$ cat config.mk
export PLATFORM = sky130hd
export DESIGN_NAME = load_store_unit
export DESIGN_NICKNAME = d
export VERILOG_FILES = /design/src/rtl/lsu_pkg.sv /design/src/rtl/lsu_load_ext.sv /design/src/rtl/load_store_unit.sv
export SDC_FILE = /design/constraint.sdc
export NUM_CORES = 1
export LEC_CHECK = 0
export ABC_AREA = 1
export CORE_MARGIN = 8
export CORE_UTILIZATION = 40
export CTS_CLUSTER_DIAMETER = 120
export DETAILED_ROUTE_END_ITERATION = 16
export HOLD_SLACK_MARGIN = 0.06
export PLACE_DENSITY_LB_ADDON = 0.3
export SYNTH_ARGS = -nofsm -noshare
export SYNTH_HDL_FRONTEND = slang
export SYNTH_HIERARCHICAL = 1
export SYNTH_SLANG_ARGS = --single-unit
export TNS_END_PERCENT = 100
$ cat constraint.sdc
create_clock -name clk -period 1.9 [get_ports clk]
set_input_delay 0.285 -clock clk [delete_from_list [all_inputs] [get_ports clk]]
set_output_delay 0.285 -clock clk [all_outputs]
set_load 0.1 [all_outputs]
$ cat src/rtl/lsu_pkg.sv
// Shared types and helpers for the load/store unit.
package lsu_pkg;

  typedef enum logic [1:0] {
    SZ_B = 2'd0,
    SZ_H = 2'd1,
    SZ_W = 2'd2
  } size_e;

  typedef enum logic [1:0] {
    IDLE   = 2'd0,
    ACCESS = 2'd1,
    RESP   = 2'd2
  } lsu_state_e;

  localparam logic [3:0] MASK_B = 4'b0001;
  localparam logic [3:0] MASK_H = 4'b0011;
  localparam logic [3:0] MASK_W = 4'b1111;

  // Bytes touched by an access; 0 for the illegal size encoding.
  function automatic logic [2:0] size_bytes(input logic [1:0] size);
    case (size)
      SZ_B:    return 3'd1;
      SZ_H:    return 3'd2;
      SZ_W:    return 3'd4;
      default: return 3'd0;
    endcase
  endfunction

  // Write byte-enable for a size; 0 for the illegal encoding.
  function automatic logic [3:0] size_mask(input logic [1:0] size);
    case (size)
      SZ_B:    return MASK_B;
      SZ_H:    return MASK_H;
      SZ_W:    return MASK_W;
      default: return 4'b0000;
    endcase
  endfunction

endpackage

$ cat src/rtl/lsu_load_ext.sv
// Load data extractor: picks byte/half/word from the low lanes and extends.
module lsu_load_ext
  import lsu_pkg::*;
#(
  parameter int XLEN = 32
) (
  input  logic [31:0]     i_rdata,
  input  logic [1:0]      i_size,
  input  logic            i_unsigned,
  output logic [XLEN-1:0] o_result
);

  logic w_sign_b;
  logic w_sign_h;

  assign w_sign_b = ~i_unsigned & i_rdata[7];
  assign w_sign_h = ~i_unsigned & i_rdata[15];

  // Memory already aligns byte 0 to addr, so extraction is always from bit 0.
  always_comb begin
    o_result = i_rdata;
    case (i_size)
      SZ_B:    o_result = {{(XLEN-8){w_sign_b}}, i_rdata[7:0]};
      SZ_H:    o_result = {{(XLEN-16){w_sign_h}}, i_rdata[15:0]};
      default: o_result = i_rdata;
    endcase
  end

endmodule

$ cat src/rtl/load_store_unit.sv
// Load/store unit: request handshake, bounds check, data_mem drive, registered response.
module load_store_unit
  import lsu_pkg::*;
#(
  parameter int AWIDTH = 8,
  parameter int XLEN   = 32
) (
  input  logic              clk,
  input  logic              rst_n,
  input  logic              req_valid,
  output logic              req_ready,
  input  logic              req_we,
  input  logic [1:0]        req_size,
  input  logic              req_unsigned,
  input  logic [XLEN-1:0]   req_addr,
  input  logic [XLEN-1:0]   req_wdata,
  output logic              resp_valid,
  input  logic              resp_ready,
  output logic [XLEN-1:0]   resp_rdata,
  output logic              resp_err,
  output logic [AWIDTH-1:0] mem_addr,
  output logic [31:0]       mem_wdata,
  output logic              mem_wen,
  output logic [3:0]        mem_wmask,
  input  logic [31:0]       mem_rdata
);

  localparam logic [AWIDTH:0] MEMSIZE = (AWIDTH+1)'(1) << AWIDTH;

  lsu_state_e        r_state;
  logic              r_we;
  logic [1:0]        r_size;
  logic              r_unsigned;
  logic [AWIDTH-1:0] r_addr;
  logic [XLEN-1:0]   r_wdata;
  logic              r_fault;
  logic              r_wen;
  logic [3:0]        r_wmask;
  logic [XLEN-1:0]   r_rdata;
  logic              r_err;

  logic [2:0]        w_nbytes;
  logic [AWIDTH:0]   w_end;
  logic              w_fault;
  logic              w_store_ok;
  logic [XLEN-1:0]   w_ext;

  // Fault check on the incoming request; end address is one bit wider so it never wraps.
  assign w_nbytes   = size_bytes(req_size);
  assign w_end      = {1'b0, req_addr[AWIDTH-1:0]} + (AWIDTH+1)'(w_nbytes);
  assign w_fault    = (req_size == 2'd3) || (|req_addr[XLEN-1:AWIDTH]) || (w_end > MEMSIZE);
  assign w_store_ok = req_we & ~w_fault;

  lsu_load_ext #(.XLEN(XLEN)) u_ext (
    .i_rdata    (mem_rdata),
    .i_size     (r_size),
    .i_unsigned (r_unsigned),
    .o_result   (w_ext)
  );

  assign req_ready  = (r_state == IDLE);
  assign resp_valid = (r_state == RESP);
  assign resp_rdata = r_rdata;
  assign resp_err   = r_err;
  assign mem_addr   = r_addr;
  assign mem_wdata  = r_wdata;
  assign mem_wen    = r_wen;
  assign mem_wmask  = r_wmask;

  // FSM: capture in IDLE (write strobe armed for the ACCESS cycle), sample memory in ACCESS, hold in RESP.
  always_ff @(posedge clk) begin
    if (!rst_n) begin
      r_state    <= IDLE;
      r_we       <= 1'b0;
      r_size     <= 2'd0;
      r_unsigned <= 1'b0;
      r_addr     <= '0;
      r_wdata    <= '0;
      r_fault    <= 1'b0;
      r_wen      <= 1'b0;
      r_wmask    <= 4'b0000;
      r_rdata    <= '0;
      r_err      <= 1'b0;
    end else begin
      case (r_state)
        IDLE: begin
          if (req_valid) begin
            r_we       <= req_we;
            r_size     <= req_size;
            r_unsigned <= req_unsigned;
            r_addr     <= req_addr[AWIDTH-1:0];
            r_wdata    <= req_wdata;
            r_fault    <= w_fault;
            r_wen      <= w_store_ok;
            r_wmask    <= w_store_ok ? size_mask(req_size) : 4'b0000;
            r_state    <= ACCESS;
          end
        end
        ACCESS: begin
          r_wen   <= 1'b0;
          r_wmask <= 4'b0000;
          r_rdata <= (r_we || r_fault) ? '0 : w_ext;
          r_err   <= r_fault;
          r_state <= RESP;
        end
        RESP: begin
          if (resp_ready) r_state <= IDLE;
        end
        default: r_state <= IDLE;
      endcase
    end
  end

endmodule
Yosys cells after proc, flatten, opt, wreduce, memory -nomap -nowiden
Index checks and enable logic that the tools add are counted.
{"block": "classes", "addsub": 1, "n_eq_ne": 8, "bitwise": 5, "n_reduce_logical": 11, "mux": 12, "magnitude_cmp": 1}
{"op": "32-bit case mux with 2 select lines", "n": 1}
{"op": "32-bit two-way mux", "n": 1}
{"op": "24-bit OR reduction", "n": 1}
{"op": "4-bit case mux with 3 select lines", "n": 1}
{"op": "8-bit by 3-bit adder with 9-bit output", "n": 1}
{"op": "9-bit > comparator (second input constant)", "n": 1}
{"op": "3-bit case mux with 3 select lines", "n": 1}
{"op": "4-bit two-way mux", "n": 2}
{"op": "4-bit case mux with 2 select lines", "n": 1}
{"op": "2-bit by 1-bit equality test with 1-bit output (second input constant)", "n": 3}
{"op": "2-bit equality test (second input constant)", "n": 3}
{"op": "2-bit zero test", "n": 3}
{"op": "2-bit case mux with 3 select lines", "n": 1}
{"op": "2-bit AND reduction", "n": 3}
{"op": "2-bit two-way mux", "n": 2}
{"op": "1-bit bitwise AND", "n": 3}
{"op": "1-bit logical OR", "n": 3}
{"op": "2-bit by 1-bit inequality test with 1-bit output (second input constant)", "n": 1}
{"op": "2-bit inequality test (second input constant)", "n": 1}
{"op": "1-bit NOT", "n": 2}
{"op": "1-bit case mux with 2 select lines", "n": 1}
{"op": "2-bit nonzero test", "n": 1}
{"op": "1-bit two-way mux", "n": 1}
{"block": "word_totals", "input_bits": 104, "ff_bits": 85, "word_cells": 49, "out_inout_bits": 80}

Logic depth before layout (Yosys ltp)
Gate-level depths: netlist (run 1).
{"block": "depth", "depth_word": 10, "mapped_depth": 12, "depth_no_buf": 12}

Cells and area by module
Netlist (run 1), hierarchy kept.
{"module": "load_store_unit", "seq_area_each_um2": 1681.6, "cells_per_inst": 424, "n_inst": 1, "area_per_inst_um2": 3200.6}
{"module": "lsu_load_ext", "seq_area_each_um2": 0.0, "cells_per_inst": 71, "n_inst": 1, "area_per_inst_um2": 404.1}

Worst setup path after synthesis (run 1)
No wires, ideal clock.
{"block": "synth_timing", "path_kind": "reg-to-reg", "from": "register r_state[1]", "to": "register r_addr[0], in the netlist mem_addr[0]", "path_stages_with_launch": 8, "setup_time_ps": 65, "t_required_ps": 1835, "arrival_time_ps": 2641, "period_less_slack_ps": 2706, "slack_ps": -806, "n_path_buf": 2, "cell_sequence": "dfxtp_1 -> nor2_1 -> nand2_1 -> inv_2 -> buf_4 -> buf_4 -> nor2_1 -> nor2_1"}
{"block": "synth_via", "elab_chain_len": 2}
{"element": "start: declaration", "line": "load_store_unit.sv:30", "text": "lsu_state_e r_state;"}
{"element": "start signal: assignment", "line": "load_store_unit.sv:73", "text": "r_state <= IDLE;"}
{"element": "start signal: assignment", "line": "load_store_unit.sv:96", "text": "r_state <= ACCESS;"}
{"element": "start signal: assignment", "line": "load_store_unit.sv:104", "text": "r_state <= RESP;"}
{"element": "2-bit zero test"}
{"element": "named net req_ready", "line": "load_store_unit.sv:11", "text": "output logic req_ready,"}
{"element": "2-bit AND reduction (no line)"}
{"element": "end signal: assignment", "line": "load_store_unit.sv:91", "text": "r_addr <= req_addr[AWIDTH-1:0];"}
{"element": "end: declaration", "line": "load_store_unit.sv:34", "text": "logic [AWIDTH-1:0] r_addr;"}
The timed path passes the listed nets, and every way through them passes these cells.
A chain may end at the register's enable or synchronous reset.

Worst setup path after layout (run 1)
{"block": "layout_timing", "from": "input port req_size[1]", "to": "register r_fault"}
{"block": "layout_via", "elab_chain_len": 5, "elab_cells_between_ends": 9, "cone_classes": "add/sub (1); order compare (1); eq/ne (3); mux (1); reduce/logical (3)"}
{"element": "start: declaration", "line": "load_store_unit.sv:13", "text": "input logic [1:0] req_size,"}
{"element": "2-bit equality test (tied with other cells)", "line": "lsu_pkg.sv:22", "text": "case (size)"}
{"element": "3-bit case mux with 3 select lines", "line": "lsu_pkg.sv:22"}
{"element": "8-bit by 3-bit adder with 9-bit output", "line": "load_store_unit.sv:50", "text": "assign w_end = {1'b0, req_addr[AWIDTH-1:0]} + (AWIDTH+1)'(w_nbytes);"}
{"element": "9-bit > comparator", "line": "load_store_unit.sv:51", "text": "assign w_fault = (req_size == 2'd3) || (|req_addr[XLEN-1:AWIDTH]) || (w_end > MEMSIZE);"}
{"element": "1-bit logical OR (*)", "line": "load_store_unit.sv:51"}
{"element": "end signal: assignment", "line": "load_store_unit.sv:93", "text": "r_fault <= w_fault;"}
{"element": "end: declaration", "line": "load_store_unit.sv:36", "text": "logic r_fault;"}
Every way passes the cells marked *; elsewhere a longest branch is shown, timed or not.

==> qor.yml, run 1 <==
required_ns: 2.14
worstSetupPathType: "primary input to register"
diodes: 0
crit_fanout: 4
synth_cell_types: 25
synth-edff-count: 0
grt_pass1_vias: 3685
synth-simple-area-share_pct: 28.81
remaining_drc_errors: 0
io_buffer_count: 183
final_area_um2: 5530
synthCells: 495
cts_setup_buffers: 0
coreArea_um2: 8721
placed_cells: 764
crit_end: "r_fault"
yosys_warnings: 6
worstHoldPathType: "primary input to register"
grt_pass1_wl_mm: 18.08
placementRows: 34
final_util_pct: 63.41
muxShareOfSynthArea_pct: 0
clk_path_buf_depth: 2
worstMarginPinSlew_ns: 0.4651
finalSetupViolCount: 0
first_iter_violations: 154
grt_overflow: 0
finalClockSkew_ns: 0.01113
synth_compound_area_share_pct: 13.26
clkPwrFrac_pct: 25.0
cts_tree: "yes"
syn_area_per_cell_um2: 7.282
cts_num_sinks: 84
synth_fa_ha_area_share_pct: 2.985
rrSetupSlack_ns: 0.46
drive_gt1_share_pct: 19.97
critPathMostFrequentCell: "nand3_1"
switchingPower_uw: 1844
area_delta_synth_final_pct: 53.42
grt_setup_unrepaired: "false"
synth_seq_area_share_pct: 46.65
power.density_nw_per_um2: 869.9
cts.htree.levels: 3
cp_cell_sequence: "dlygate4sd2_1 -> inv_1 -> buf_4 -> ha_1 -> fa_2 -> inv_2 -> nand3_1 -> nand3_1 -> nand2_1 -> nand2_2 -> nand3_1 -> o211ai_1 -> inv_1"
timing.rr.start: "r_state[0]"
clock_latency_ns: 0.35
synth_seq_cells: 84
crit_slowest_cell: "fa_2"
cts-buffers-inserted: 9
vias: 3797
start_kind: "primary input"
ioPinCount: 184
min_period_ns: 1.664
synthXorXnorAreaFrac_pct: 0
die_w_um: 110.9
instances_no_fill: 779
ys_dominant_reg_cell: "dfxtp_1"
setup_slack_ns: 0.2360
holdWs_ns: 0.3581
combPwrFrac_pct: 34.3
dp_hpwl_mm: 8.411
slew_headroom_pct: 68.88
layout.nets: 779
worstReg2RegEnd: "resp_rdata[14]"
die-area_um2: 12310
power.internal_uw: 2967
postRouteAntennaNets: 0
sw_frac_of_total_pct: 38.33
grt_max_degree: 41
via_per_inst: 4.874
start_util_pct: 41.33
peakVddDrop_mv: 0.4426
maxSlewViolCount: 0
cts_root_buffer: "clkbuf_8"
arrival_ns: 1.90
grt_antenna_before_repair: 0
drt-total-wl_mm: 11.10
hold_violations: 0
end_kind: "register"
place_area_um2: 5324
min_period_over_period_pct: 87.58
status: "finished clean"
startpoint: "req_size[1]"
wl_per_cell_um: 14.25
seqPwrFrac_pct: 40.6
gp_congestion: 0.8249
track_usage_pct: 17.47
async_flop_share_pct: 0
clk_pin_slew_ns: 0.08
max_stage_delay_ns: 0.40
leakage_uw: 0.002405
fmax_mhz: 601.0
die_h_um: 110.9
syn-cell-area_um2: 3605
synth_fp_nets: 607
reg2reg_depth: 7
first_pass_iters: 4
synth_top_family_by_area: "simple AND/OR/NAND/NOR gates"
maxCapViolations: 0
holdBufCountCts: 0
pre_cts_ws_ns: -0.4613
-- sequential cells by signal, indices dropped and copies added, names as in the netlist --
signal / flops
r_size: 2
r_unsigned: 1
r_fault: 1
mem_wmask: 3
mem_wdata: 32
mem_addr: 8
r_state: 2
mem_wen: 1
resp_err: 1
resp_rdata: 32
r_we: 1
-- timing repair --
action	in CTS	in global routing
pin swaps	3	2
gates resized for setup	6	3
setup endpoints to repair	5	5
-- stage by stage --
stage / setup TNS (ns) / power, µW
final: 0 / 4811
after global routing: 0 / 5043
after CTS: 0 / 4864
after detailed placement: -2.179 / 3648
after global placement: -1.880 / 3630
after floorplan: 0 / 3153
-- layout by cell type (no fill, tap or decap), drive strengths merged --
cell,n
a21oi,43
buf,97
bufinv,1
clkbuf,10
clkdlybuf4s50,101
clkinv,4
dfxtp,84
dlygate4sd2,1
dlymetal6s2s,1
fa,1
ha,7
inv,17
nand2,120
nand3,21
nand4,3
nor2,105
nor3,2
o211ai,1
o21ai,51
or2,1
-- worst min path at each step --
stage / start / to / slack (ns) / cells past startpoint
floorplan: rst_n / mem_wdata[31] / 0.42 / 2
global placement: resp_rdata[31] / resp_rdata[31] / 0.45 / 2
detailed placement: resp_err / resp_err / 0.45 / 2
CTS: resp_err / resp_err / 0.47 / 2
global route: req_size[0] / r_size[0] / 0.35 / 4
finish: req_size[0] / r_size[0] / 0.36 / 4
-- per-layer routing --
| metal | wire length [µm] | GRT usage, % | vias to the layer above |
|---|---|---|---|
| met5 | 0 | 0 | - |
| met4 | 153 | 6.667 | 0 |
| met3 | 1155 | 7.846 | 11 |
| met2 | 5041 | 27.19 | 143 |
| met1 | 4747 | 20.56 | 1731 |
| li1 | - | - | 1912 |
-- cells by family after synthesis --
group                    count (synthesis)
adder cells (fa/ha/maj)                  8
AND/OR/NAND/NOR                        252
buffers and inverters                   56
flip-flops                              84
AO/OA/AOI/OAI                           95
-- cell type report --
type	instances	area, µm²
Inverter	17	63.81
Sequential cell	84	1682
Tap cell	108	135.1
Multi-Input combinational cell	355	1658
Timing Repair Buffer	200	1810
Fill cell	747	3191
Clock inverter	5	53.80
Clock buffer	10	127.6
-- Yosys cell counts (2+ instances only) --
library cell / n / area, µm²
ha_1: 7 / 87.58
nand4_1: 3 / 18.77
buf_6: 5 / 56.30
buf_2: 8 / 40.04
nor2_2: 2 / 12.51
o21ai_0: 47 / 235.2
nand2_2: 2 / 12.51
o21ai_1: 4 / 20.02
clkbuf_1: 15 / 56.30
inv_2: 5 / 18.77
dfxtp_1: 84 / 1682
inv_1: 12 / 45.04
nand2_1: 117 / 439.2
nand3_2: 2 / 20.02
a21oi_1: 43 / 215.2
nor2_1: 101 / 379.1
nor2_4: 2 / 22.52
nand3_1: 19 / 95.09
buf_4: 11 / 82.58
-- power by group through the flow --
stage	Clock [µW]	Combinational (µW)	Sequential, µW
floorplan	0	417	2740
global placement	0	1640	1990
detailed placement	0	1650	1990
CTS	1250	1660	1960
global route	1320	1750	1970
finish	1200	1650	1960
-- worst max-delay path: cells and delay by family --
family | cells | cell delay [ns]
and+or+nand+nor | 5 | 0.35
adders and majority gates | 2 | 0.62
buffers and inverters | 5 | 0.56
AOI/OAI and AO/OA | 1 | 0.10
No activity file was read; power rests on OpenSTA's default activity.
==> run 2: changes to the inputs <==
--- a/config.mk
+++ b/config.mk
@@ -6,9 +6,10 @@
 export NUM_CORES = 1
 export LEC_CHECK = 0
 export ABC_AREA = 1
-export CORE_MARGIN = 8
+export CORE_MARGIN = 4
 export CORE_UTILIZATION = 40
 export CTS_CLUSTER_DIAMETER = 120
+export CTS_CLUSTER_SIZE = 30
 export DETAILED_ROUTE_END_ITERATION = 16
 export HOLD_SLACK_MARGIN = 0.06
 export PLACE_DENSITY_LB_ADDON = 0.3
==> run 2 against run 1 <==
- flip-flop and latch count stayed put
- final area up 0.57%
- critical path depth is 4 lower
- critical path type unchanged
- final cell count grew 0.39%
- register-to-register slack is essentially flat
==> qor.yml, run 2 (synthesis gave the netlist of run 1 again) <==
cts.htree.levels: 3
gp_congestion: 0.7630
min_period_over_period_pct: 88.38
die_w_um: 102.9
register_area_um2: 1682
crit_slowest_cell: "clkdlybuf4s50_1"
cts_tree: "yes"
timing.rr.start: "r_state[1]"
pre_cts_ws_ns: -0.4742
max_stage_delay_ns: 0.50
setup_slack_ns: 0.2207
start_util_pct: 41.13
holdBufCountCts: 0
mostFrequentLayoutCell: "nand2_1"
min_from: "req_size[1]"
grt_overflow: 0
finalSetupViolCount: 0
hold_end: "r_size[1]"
clk_pin_slew_ns: 0.08
layout.nets: 781
remaining_drc_errors: 0
vias: 3743
grt_max_degree: 41
arrival_ns: 1.91
dp_hpwl_mm: 7.603
cp_cell_sequence: "clkdlybuf4s50_1 -> ha_2 -> fa_2 -> nor2_1 -> nand2_1 -> nand2_2 -> nand3_1 -> o211ai_1 -> inv_1"
hold_violations: 0
area_delta_synth_final_pct: 54.29
grt_setup_unrepaired: "false"
cts-buffers-inserted: 9
fmax_mhz: 595.5
postRouteAntennaNets: 0
wl_per_cell_um: 12.90
slew_headroom_pct: 68.43
coreArea_um2: 8763
leakage_uw: 0.002410
placementRows: 34
track_usage_pct: 18.70
end_kind: "register"
grt_pass1_wl_mm: 15.84
via_per_inst: 4.786
finalClockSkew_ns: 0.008530
path_buf_inv: 2
die-area_um2: 10590
start_kind: "primary input"
cts_root_buffer: "clkbuf_8"
multi_input_area_um2: 1653
maxSlewViolCount: 0
placed_cells: 765
die_h_um: 102.9
drt-total-wl_mm: 10.09
total_power_uw: 4858
grt_pass1_vias: 3461
drive_gt1_share_pct: 20.33
reg2reg_depth: 6
worstHoldPathType: "primary input to register"
first_iter_violations: 105
power.density_nw_per_um2: 873.5
io_buffer_count: 183
diodes: 0
tns_ns: 0
ioPinCount: 184
cts_num_sinks: 84
crit_fanout: 4
worstMarginPinSlew_ns: 0.4719
worstSetupPathType: "primary input to register"
maxCapViolations: 0
required_ns: 2.13
cp_top_family: "adder cells"
layout_common_cells: "nand2_1, clkdlybuf4s50_1, nor2_1"
worstReg2RegEnd: "mem_wmask[1]"
instances_no_fill: 782
min_period_ns: 1.679
rrSetupSlack_ns: 0.47
clk_path_buf_depth: 2
peakVddDrop_mv: 0.5009
grt_antenna_before_repair: 0
first_pass_iters: 4
clock_latency_ns: 0.34
hold_depth: 5
fill_cells: 786
status: "finished clean"
==> run 2: cell count changes in the layout (fill, tap and decap cells not counted) <==
cell,change
clkinv_2,-3
inv_1,+1
ha_2,+1
clkinvlp_4,+3
inv_2,-1
ha_4,-1
clkbuf_8,+1
nand3_1,-1
nand3_2,+1
buf_4,+2
==> run 2: final cells by class <==
| type | instances | area share [%] |
|---|---|---|
| repair buffers | 202 | 32.82 |
| flip-flops and latches | 84 | 30.24 |
| multi-input cells | 355 | 29.72 |
| clock buffers | 11 | 2.542 |
| well taps | 108 | 2.430 |
| inverters | 17 | 1.147 |
| clock inverters | 5 | 1.102 |
==> run 2: worst max path at each step <==
stage | from | endpoint | slack, ns | depth (start not counted)
global placement | req_size[0] | r_fault | -0.41 | 13
CTS | req_size[1] | r_fault | 0.02 | 13
floorplan | r_state[1] | mem_addr[0] | 0.14 | 7
global route | req_size[0] | r_fault | 0.13 | 13
finish | req_addr[0] | r_fault | 0.22 | 9
detailed placement | req_size[0] | mem_wen | -0.47 | 12
==> run 2: routing by layer <==
metal	track usage, %	wire [µm]	vias to the layer above
met5	0	0	-
met3	7.713	1195	11
li1	-	-	1923
met2	30.39	4621	143
met1	22.13	4135	1666
met4	6.972	139	0
==> run 2: report_power, final <==
| part | internal [µW] | switching [µW] |
|---|---|---|
| clock | 646 | 615 |
| combinational | 493 | 1150 |
| sequential | 1880 | 73.7 |
==> run 2: metrics by stage <==
step                utilization [%]  instance area (µm²)  hold slack (ns)
finish                        63.46                 5562           0.4478
global route                  63.46                 5562           0.4357
CTS                           63.28                 5545           0.4716
floorplan                         -                 3615           0.4207
global placement              60.84                 5331           0.4548
detailed placement            60.84                 5331           0.4590
==> run 2: worst reg2reg max path, delay by kind of cell, from the launching register on <==
kind                   cells  cell delay, ns
AND/OR/NAND/NOR            4            0.69
flip-flops                 1            0.36
buffers and inverters      1            0.18
AO/OA/AOI/OAI              1            0.14
==> run 2: repair_timing <==
| item | 4_1_cts | 5_1_grt |
|---|---|---|
| pin swaps | 2 | 2 |
| endpoints found under the setup margin | 5 | 5 |
| setup buffers | 0 | 1 |
| gates resized for setup | 5 | 3 |
